[config.mk]
export PLATFORM = sky130hd
export DESIGN_NAME = fp_sum_normalizer_flat
export DESIGN_NICKNAME = d
export VERILOG_FILES = /design/src/rtl/fp_sum_normalizer_if.sv /design/src/rtl/fp_sum_normalizer.sv /design/src/flat_wrapper.sv
export SDC_FILE = /design/constraint.sdc
export NUM_CORES = 1
export LEC_CHECK = 0
export CELL_PAD_IN_SITES_DETAIL_PLACEMENT = 1
export CELL_PAD_IN_SITES_GLOBAL_PLACEMENT = 1
export CORE_UTILIZATION = 36
export CTS_CLUSTER_SIZE = 8
export DETAILED_ROUTE_END_ITERATION = 10
export HOLD_SLACK_MARGIN = 0.03
export PLACE_DENSITY_LB_ADDON = 0.3
export SYNTH_ARGS = -nofsm -noshare
export SYNTH_HDL_FRONTEND = slang
export SYNTH_SLANG_ARGS = --single-unit
[constraint.sdc]
create_clock -name clk_i -period 2.7 [get_ports clk_i]
set_clock_uncertainty 0.05 [all_clocks]
set_input_delay 0.54 -clock clk_i [delete_from_list [all_inputs] [get_ports clk_i]]
set_output_delay 0.54 -clock clk_i [all_outputs]
set_load 0.05 [all_outputs]
[src/rtl/fp_sum_normalizer_if.sv]
// Handshake and data bundle between the aligned-sum producer and fp_sum_normalizer.
// master drives the raw sum and consumes the packed result; slave is the normalizer.
interface fp_sum_normalizer_if #(
    parameter int EXP_W  = 8,
    parameter int MANT_W = 23
);
    logic                    vld_i;
    logic                    rdy_o;
    logic                    special_i;
    logic                    sign_i;
    logic [EXP_W-1:0]        exp_i;
    logic [MANT_W+3:0]       mant_i;
    logic                    vld_o;
    logic [EXP_W+MANT_W:0]   res_o;
    logic                    status_o;

    modport master (
        output vld_i, special_i, sign_i, exp_i, mant_i,
        input  rdy_o, vld_o, res_o, status_o
    );

    modport slave (
        input  vld_i, special_i, sign_i, exp_i, mant_i,
        output rdy_o, vld_o, res_o, status_o
    );
endinterface

[src/rtl/fp_sum_normalizer.sv]
// Post-add normalizer: shifts the raw aligned sum one bit per clock, rounds to
// nearest-even and packs {sign, exp, frac} with a NaN/Inf status flag.
//
// state | meaning
// IDLE  | ready; capture raw sum on vld_i
// NORM  | one carry right-shift or cancellation left-shift per edge
// ROUND | round, pack, register result and pulse vld_o
module fp_sum_normalizer #(
    parameter int EXP_W  = 8,
    parameter int MANT_W = 23
) (
    input  logic                clk_i,
    input  logic                rst_i,
    fp_sum_normalizer_if.slave  bus
);
    localparam int MW = MANT_W + 4;
    localparam int RW = 1 + EXP_W + MANT_W;
    localparam logic [EXP_W:0] EXP_ONE = {{EXP_W{1'b0}}, 1'b1};
    localparam logic [EXP_W:0] EXP_MAX = {1'b0, {EXP_W{1'b1}}};

    typedef enum logic [1:0] {S_IDLE, S_NORM, S_ROUND} state_t;

    state_t            state_q, state_d;
    logic              sign_q, sign_d;
    logic              special_q, special_d;
    logic [EXP_W:0]    exp_q, exp_d;
    logic [MW-1:0]     mant_q, mant_d;
    logic              vld_q, vld_d;
    logic [RW-1:0]     res_q, res_d;
    logic              status_q, status_d;

    logic              rnd_inc;
    logic [MANT_W+1:0] rnd_sum;
    logic              rnd_hid;
    logic [MANT_W-1:0] rnd_frac;
    logic [EXP_W:0]    rnd_exp;

    always_ff @(posedge clk_i) begin
        if (rst_i) begin
            state_q   <= S_IDLE;
            sign_q    <= 1'b0;
            special_q <= 1'b0;
            exp_q     <= '0;
            mant_q    <= '0;
            vld_q     <= 1'b0;
            res_q     <= '0;
            status_q  <= 1'b0;
        end else begin
            state_q   <= state_d;
            sign_q    <= sign_d;
            special_q <= special_d;
            exp_q     <= exp_d;
            mant_q    <= mant_d;
            vld_q     <= vld_d;
            res_q     <= res_d;
            status_q  <= status_d;
        end
    end

    // Round-to-nearest-even on {hidden, fraction}; a carry-out renormalizes to 1.0.
    always_comb begin
        rnd_inc  = mant_q[1] & (mant_q[0] | mant_q[2]);
        rnd_sum  = {1'b0, mant_q[MANT_W+2:2]} + {{(MANT_W+1){1'b0}}, rnd_inc};
        rnd_hid  = rnd_sum[MANT_W];
        rnd_frac = rnd_sum[MANT_W-1:0];
        rnd_exp  = exp_q;
        if (rnd_sum[MANT_W+1]) begin
            rnd_hid  = 1'b1;
            rnd_frac = '0;
            rnd_exp  = exp_q + EXP_ONE;
        end
    end

    always_comb begin
        state_d   = state_q;
        sign_d    = sign_q;
        special_d = special_q;
        exp_d     = exp_q;
        mant_d    = mant_q;
        vld_d     = 1'b0;
        res_d     = res_q;
        status_d  = status_q;

        case (state_q)
            S_IDLE: begin
                if (bus.vld_i) begin
                    sign_d    = bus.sign_i;
                    special_d = bus.special_i;
                    exp_d     = {1'b0, bus.exp_i};
                    mant_d    = bus.mant_i;
                    state_d   = bus.special_i ? S_ROUND : S_NORM;
                end
            end
            S_NORM: begin
                if (mant_q[MW-1]) begin
                    mant_d = {1'b0, mant_q[MW-1:2], mant_q[1] | mant_q[0]};
                    exp_d  = exp_q + EXP_ONE;
                end else if (!mant_q[MW-2] && (|mant_q[MW-1:1]) && (exp_q > EXP_ONE)) begin
                    mant_d = {mant_q[MW-2:1], 1'b0, mant_q[0]};
                    exp_d  = exp_q - EXP_ONE;
                end else begin
                    state_d = S_ROUND;
                end
            end
            S_ROUND: begin
                vld_d   = 1'b1;
                state_d = S_IDLE;
                if (special_q) begin
                    res_d    = {sign_q, {EXP_W{1'b1}}, mant_q[MANT_W+1:2]};
                    status_d = 1'b1;
                end else if (!rnd_hid && (rnd_frac == '0)) begin
                    res_d    = '0;
                    status_d = 1'b0;
                end else if (rnd_hid && (rnd_exp >= EXP_MAX)) begin
                    res_d    = {sign_q, {EXP_W{1'b1}}, {MANT_W{1'b0}}};
                    status_d = 1'b1;
                end else begin
                    res_d    = {sign_q, (rnd_hid ? rnd_exp[EXP_W-1:0] : {EXP_W{1'b0}}), rnd_frac};
                    status_d = 1'b0;
                end
            end
            default: state_d = S_IDLE;
        endcase
    end

    assign bus.rdy_o    = (state_q == S_IDLE);
    assign bus.vld_o    = vld_q;
    assign bus.res_o    = res_q;
    assign bus.status_o = status_q;
endmodule
[src/flat_wrapper.sv]
// flat-port wrapper written by rule: the top's interface ports become plain ports
module fp_sum_normalizer_flat 
#(
    parameter int EXP_W  = 8,
    parameter int MANT_W = 23
)
  (clk_i, rst_i, bus_vld_i, bus_special_i, bus_sign_i, bus_exp_i, bus_mant_i, bus_rdy_o, bus_vld_o, bus_res_o, bus_status_o);
  fp_sum_normalizer_if #(.EXP_W(EXP_W), .MANT_W(MANT_W)) bus_i ();
  input  logic clk_i;
  input  logic rst_i;
  input wire logic [$bits(bus_i.vld_i)-1:0] bus_vld_i;
  input wire logic [$bits(bus_i.special_i)-1:0] bus_special_i;
  input wire logic [$bits(bus_i.sign_i)-1:0] bus_sign_i;
  input wire logic [$bits(bus_i.exp_i)-1:0] bus_exp_i;
  input wire logic [$bits(bus_i.mant_i)-1:0] bus_mant_i;
  output wire logic [$bits(bus_i.rdy_o)-1:0] bus_rdy_o;
  output wire logic [$bits(bus_i.vld_o)-1:0] bus_vld_o;
  output wire logic [$bits(bus_i.res_o)-1:0] bus_res_o;
  output wire logic [$bits(bus_i.status_o)-1:0] bus_status_o;
  assign bus_i.vld_i = bus_vld_i;
  assign bus_i.special_i = bus_special_i;
  assign bus_i.sign_i = bus_sign_i;
  assign bus_i.exp_i = bus_exp_i;
  assign bus_i.mant_i = bus_mant_i;
  assign bus_rdy_o = bus_i.rdy_o;
  assign bus_vld_o = bus_i.vld_o;
  assign bus_res_o = bus_i.res_o;
  assign bus_status_o = bus_i.status_o;
  fp_sum_normalizer #(.EXP_W(EXP_W), .MANT_W(MANT_W)) u_core (.clk_i(clk_i), .rst_i(rst_i), .bus(bus_i));
endmodule
Word level (Yosys, flattened, before mapping)
Cells that the tools add are included.

operators by class
  add/subtract/negate cells = 3
  multipliers = 0
  divide/modulo/power cells = 0
  magnitude comparators = 2
  eq/ne operators = 7
  shift operators = 0
  muxes and demuxes = 24
  bitwise gates (word level) = 3
  reductions and logical operators = 15

operator list
  kind                                                                count
  two-way mux 27 bit                                                  3
  two-way mux 32 bit                                                  2
  one-hot mux 27 bit (2 select lines)                                 1
  two-way mux 9 bit                                                   4
  two-way mux 31 bit                                                  1
  OR reduction 26 bit                                                 1
  adder 24 x 1 -> 25 bit                                              1
  zero test 23 bit                                                    1
  two-way mux 23 bit                                                  1
  one-hot mux 9 bit (2 select lines)                                  1
  adder 9 x 1 -> 9 bit (second input constant)                        1
  greater-or-equal comparator 9 x 8 -> 1 bit (second input constant)  1
  greater-than comparator 9 x 1 -> 1 bit (second input constant)      1
  AND reduction 3 bit                                                 3
  subtractor 9 x 1 -> 9 bit (second input constant)                   1
  two-way mux 2 bit                                                   4
  two-way mux 8 bit                                                   1
  inequality test 2 bit (second input constant)                       3
  two-way mux 1 bit                                                   5
  logical AND 1 bit                                                   4
  one-hot mux 2 bit (2 select lines)                                  1
  AND reduction 2 bit                                                 2
  inequality test 3 x 1 -> 1 bit (second input constant)              1
  equality test 2 x 1 -> 1 bit (second input constant)                1
  7 further kinds                                                     9

word-level totals
  register bits = 74
  latch bits = 0
  bits in writable memories = 0
  memory bits (read-only) = 0
  bits of input ports = 40
  output and inout bits = 35
  logic and storage cells = 64
  memories = 0

Logic depth before layout (Yosys ltp)
  word-level depth = 9
  gate-level depth with buffers = 12
  mapped depth without buffers = 10

Least setup slack after synthesis
OpenSTA, ideal clock, no wires.

  path type = register to register
  start = register u_core.mant_q[1]
  end = register u_core.res_q[15] (netlist: u_core.bus.res_o[15])
  library setup time = 0.133 ns
  arrival = 2.788 ns
  required time = 2.517 ns
  path slack = -0.271 ns
  cell stages (with the launch flop) = 13
  buffers on the path = 2
  clock period less this slack = 2.971 ns
  cell sequence = dfxtp_1 buf_2 and2_1 ha_1 nand4_1 or4_4 o32ai_2 nand2_1 a211oi_4 nor2_2 buf_6 a221oi_2 nor3_1

on the way
  word-level cells in the longest chain between the ends = 8
  elaborated cells on any way between the ends = 13
  those cells by class = 1 x add/sub; 1 x order compare; 6 x mux; 1 x bitwise; 4 x reduce/logical

RTL lines
  item                                        RTL line                  source
  start, declared                             fp_sum_normalizer.sv:27   logic [MW-1:0] mant_q, mant_d;
  start signal, assigned                      fp_sum_normalizer.sv:53   mant_q <= mant_d;
  bitwise AND 1 bit *                         fp_sum_normalizer.sv:62   rnd_inc = mant_q[1] & (mant_q[0] | mant_q[2]);
  adder 24 x 1 -> 25 bit *                    fp_sum_normalizer.sv:63   rnd_sum = {1'b0, mant_q[MANT_W+2:2]} + {{(MANT_W+1){1'b0}}, rnd_inc};
  two-way mux 9 bit                           fp_sum_normalizer.sv:67   if (rnd_sum[MANT_W+1]) begin
  greater-or-equal comparator 9 x 8 -> 1 bit  fp_sum_normalizer.sv:114  end else if (rnd_hid && (rnd_exp >= EXP_MAX)) begin
  logical AND 1 bit                           fp_sum_normalizer.sv:114
  two-way mux 31 bit                          fp_sum_normalizer.sv:114
  two-way mux 32 bit *                        fp_sum_normalizer.sv:111  end else if (!rnd_hid && (rnd_frac == '0)) begin
  two-way mux 32 bit *                        fp_sum_normalizer.sv:108  if (special_q) begin
  end signal, assigned                        fp_sum_normalizer.sv:55   res_q <= res_d;
  end, declared                               fp_sum_normalizer.sv:29   logic [RW-1:0] res_q, res_d;

Every way passes the cells marked *; elsewhere a longest branch is shown, timed or not.
A chain may end at the register's enable or synchronous reset.

Worst setup path in the final report
  start = register u_core.mant_q[3]
  end = register u_core.res_q[13] (netlist: u_core.bus.res_o[13])

on the way
  word-level cells in the longest chain between the ends = 7
  elaborated cells on any way between the ends = 12
  those cells by class = 1 x add/sub; 1 x order compare; 6 x mux; 4 x reduce/logical

RTL lines
  item                                        RTL line
  adder 24 x 1 -> 25 bit *                    fp_sum_normalizer.sv:63
  two-way mux 9 bit                           fp_sum_normalizer.sv:67
  greater-or-equal comparator 9 x 8 -> 1 bit  fp_sum_normalizer.sv:114
  logical AND 1 bit                           fp_sum_normalizer.sv:114
  two-way mux 31 bit                          fp_sum_normalizer.sv:114
  two-way mux 32 bit *                        fp_sum_normalizer.sv:111
  two-way mux 32 bit *                        fp_sum_normalizer.sv:108

Marks and branches as above.

==> run summary <==
die area - 0.01517 mm^2
min-delay worst type - reg -> reg
DRC viols - 0
First-pass DRT Iterations - 4
post-synthesis sequential area ratio - 28.04%
gpl congestion - 0.8930
fmax - 0.3577 GHz
R2R setup slack - -0.1 ns
Max clock buf depth - 2
Power Dens Cells - 802.4 mW/mm^2
register area - 0.001489 mm^2
share of cells above drive strength 1 - 25.70%
simple-gate share of the synthesized area - 35.83%
failing checks - negative setup slack
First DRT Iteration DRCs - 443
status - complete, but fails checks
final wirelength - 22.52 mm
Area growth syn-to-layout - 45.18%
area share of the largest cell type after synthesis - 28.04%
Fillers - 1732
Core Area - 0.01410 mm^2
Worst EP arrival - 2.96 ns
Worst setup EP type - register
largest family of logic cells by synthesized area - simple AND/OR/NAND/NOR gates
Diodes inserted - 0
final worst-path setup slack - -0.09574 ns
xor and xnor area share after synthesis - 2.321%
Setup Crit Path Kind - reg -> reg
Post-Syn Instances - 750
Initial Utilization - 37.48%
EDFF count, synth - 0
HPWL after DPL - 15.55 mm
Max Cap Viol - 0
DIE WIDTH - 123.2 um
Slew @ Worst Pin - 0.7954 ns
Startpoint Class - register
Period Utilization, post-route - 103.5%
static leakage - 0.002861 uW
Total Power - 6155 uW
CTS Buf Count - 9
first-pass GRT wire length - 34.01 mm
DR vias - 6503
number of cells on the worst reg-to-reg path - 10
CP cell instances - buf_4 > nand3_1 > or2_2 > o311ai_2 > nand3_2 > nor4_4 > buf_4 > nand2_8 > a32oi_2 > o21ai_1
Fin. Hold Viols - 0
CTS root buf - clkbuf_16
Post-Synth Adder-Cell Area - 0.9472%
Primary FF master, synth - dfxtp_1
cell taking the most area after synthesis - dfxtp_1
Routed Antenna Nets - 0
gr ovfl total - 0
max-slew violation count - 0
r2r endpoint - u_core.bus.res_o[13]$_SDFFE_PP0P_
Worst-path clk slew - 0.06 ns
Synth Net Count - 794
Critical Path Fanout Max - 7
Boundary Pins - 75
Synth cell types - 68
Mapped Area - 0.005284 mm^2
flops & latches, synth - 74
initial antenna violation count - 0
Worst slew margin - 46.74%
Final Critical Period - 2.796 ns
WP data required - 2.87 ns
Reg-to-Reg Start - u_core.mant_q[3]$_SDFFE_PP0P_
top post-synthesis cells by area - dfxtp_1 28%, nor2_1 7.7%, a211oi_1 5.4%
Synth warnings - 0
endpoints failing setup - 13
Clock Sinks - 74
Hold WS - 0.4031 ns
Clock Latency Late Sink - 0.35 ns
Critical Path Sink - u_core.bus.res_o[13]$_SDFFE_PP0P_
row cnt - 43
ys async rst share - 0%
Multi-input gate area - 0.003817 mm^2
Synth Area per Inst - 7.045 um^2
Vias/cell - 6.072
wire length per cell - 21.03 um
Die Height - 123.2 um
CTS tree - yes
Synth Area in Compound Gates - 24.30%
Worst setup startpoint - u_core.mant_q[3]$_SDFFE_PP0P_
I/O Buffers - 74
Critical-path top delay cell - dfxtp_1
H-tree Lvls - 3
vias in the first global route - 6396
Final nets - 931
post-synthesis mux area share - 0.5683%
CTS Hold Buffers Added - 0
CP max stage delay - 0.42 ns
largest net degree at the start of global routing - 48
unrepaired setup endpoints after global routing - true
cell mode on critical path - buf_4
worst vdd ir - 0.3702 mV
gr usage total - 29.29%
==> final cells by class <==
| cell class | count | share of cell area, % |
|---|---|---|
| timing repair buffer | 207 | 23.29 |
| tap | 180 | 2.936 |
| inverter | 13 | 0.6361 |
| clock inverter | 4 | 0.6687 |
| clock buffer | 11 | 3.295 |
| sequential | 74 | 19.41 |
| multi-input combinational | 582 | 49.76 |
==> critical path, delay by kind of cell, from the launching register on <==
kind | cells | cell delay, ns
compound gates | 3 | 0.69
buf+inv | 2 | 0.38
simple gates | 5 | 1.12
flops | 1 | 0.42
==> worst min-delay path by stage <==
stage | to | cells past startpoint | slack (ns) | start
after floorplan | u_core.sign_q$_SDFFE_PP0P_ | 2 | 0.39 | u_core.sign_q$_SDFFE_PP0P_
after global placement | u_core.bus.res_o[31]$_SDFFE_PP0P_ | 2 | 0.39 | u_core.bus.res_o[31]$_SDFFE_PP0P_
after detailed placement | u_core.bus.res_o[31]$_SDFFE_PP0P_ | 2 | 0.40 | u_core.bus.res_o[31]$_SDFFE_PP0P_
after CTS | u_core.bus.res_o[31]$_SDFFE_PP0P_ | 2 | 0.41 | u_core.bus.res_o[31]$_SDFFE_PP0P_
after global routing | u_core.bus.res_o[31]$_SDFFE_PP0P_ | 2 | 0.43 | u_core.bus.res_o[31]$_SDFFE_PP0P_
final | u_core.bus.res_o[31]$_SDFFE_PP0P_ | 2 | 0.40 | u_core.bus.res_o[31]$_SDFFE_PP0P_
==> logic make-up after synthesis <==
logic type      Yosys count
compound gates          188
buf+inv                  96
mux                       3
xor+xnor                 14
flops                    74
simple gates            371
fa+ha+maj                 4
==> layer usage <==
layer / GRT usage [%] / vias up / share of wire, % / wire length [um]
li1: - / 3003 / - / -
met1: 38.40 / 3220 / 43 / 9763
met2: 48.32 / 227 / 49 / 10970
met3: 4.290 / 53 / 5.0 / 1121
met4: 11.22 / 0 / 3.0 / 667
met5: 0 / - / 0 / 0
==> cell usage after synthesis, drive strengths merged, types with 10 or more instances <==
library cell  count
nand4            11
a31oi            15
o211ai           14
a21oi            48
nor4             21
buf              23
and3             14
nor3             52
and2             10
dfxtp            74
clkbuf           60
nand2            66
nor2            112
inv              13
nor3b            18
o21ai            26
a211oi           40
nand3            35
==> registers in the layout (all words and copies together), names as in the netlist <==
signal,count
u_core.bus.res_o,32
u_core.mant_q,27
u_core.exp_q,9
u_core.state_q,2
u_core.bus.status_o,1
u_core.bus.vld_o,1
u_core.sign_q,1
u_core.special_q,1
==> power breakdown <==
group          internal, uW  switching (uW)
sequential             1320             226
combinational          1300            2050
clock                   761             501
total                  3380            2770
==> what timing repair did <==
| item | 4_1_cts | 5_1_grt |
|---|---|---|
| gates cloned | 2 | 0 |
| endpoints found under the hold margin | 0 | 0 |
| buffers inserted | 10 | 7 |
| gates resized for setup | 24 | 45 |
| pin swaps | 15 | 25 |
| endpoints found under the setup margin | 33 | 55 |
==> cell usage in the layout (no fill, tap or decap), types with 4 or more instances in the layout <==
cell	instances
a32oi_1	4
nor2_4	4
nor3_1	47
dfxtp_1	68
and2_1	9
nand3_1	29
nor4_4	4
buf_6	4
and3_1	14
inv_1	13
clkbuf_16	9
o21ai_1	5
xnor2_1	8
buf_4	126
a21oi_1	48
a31oi_1	10
nor2_1	109
a32oi_2	4
nand2b_1	5
nor3_2	4
a211oi_1	33
nor4_1	15
xor2_1	6
o211ai_1	14
nand3_2	4
a31oi_2	4
nor4b_1	4
clkdlybuf4s50_1	73
dfxtp_2	6
a211oi_2	5
nand2_1	64
o31ai_1	5
nor3b_1	18
nand4_1	9
o21ai_0	18
or3_1	5
==> through the flow <==
stage	cells	setup WS, ns	cell area, um^2	TNS, ns	utilization (%)
5_1_grt	1071	-0.1921	7671	-3.405	54.42
3_3_place_gp	1039	-0.2064	6884	-1.193	48.84
6_report	1071	-0.09574	7671	-0.4731	54.42
2_1_floorplan	750	-0.1304	5369	-0.9045	-
3_5_place_dp	1039	-0.2369	6884	-3.819	48.84
4_1_cts	1065	0.003007	7380	0	52.35
Power figures use the tool's default switching activity.
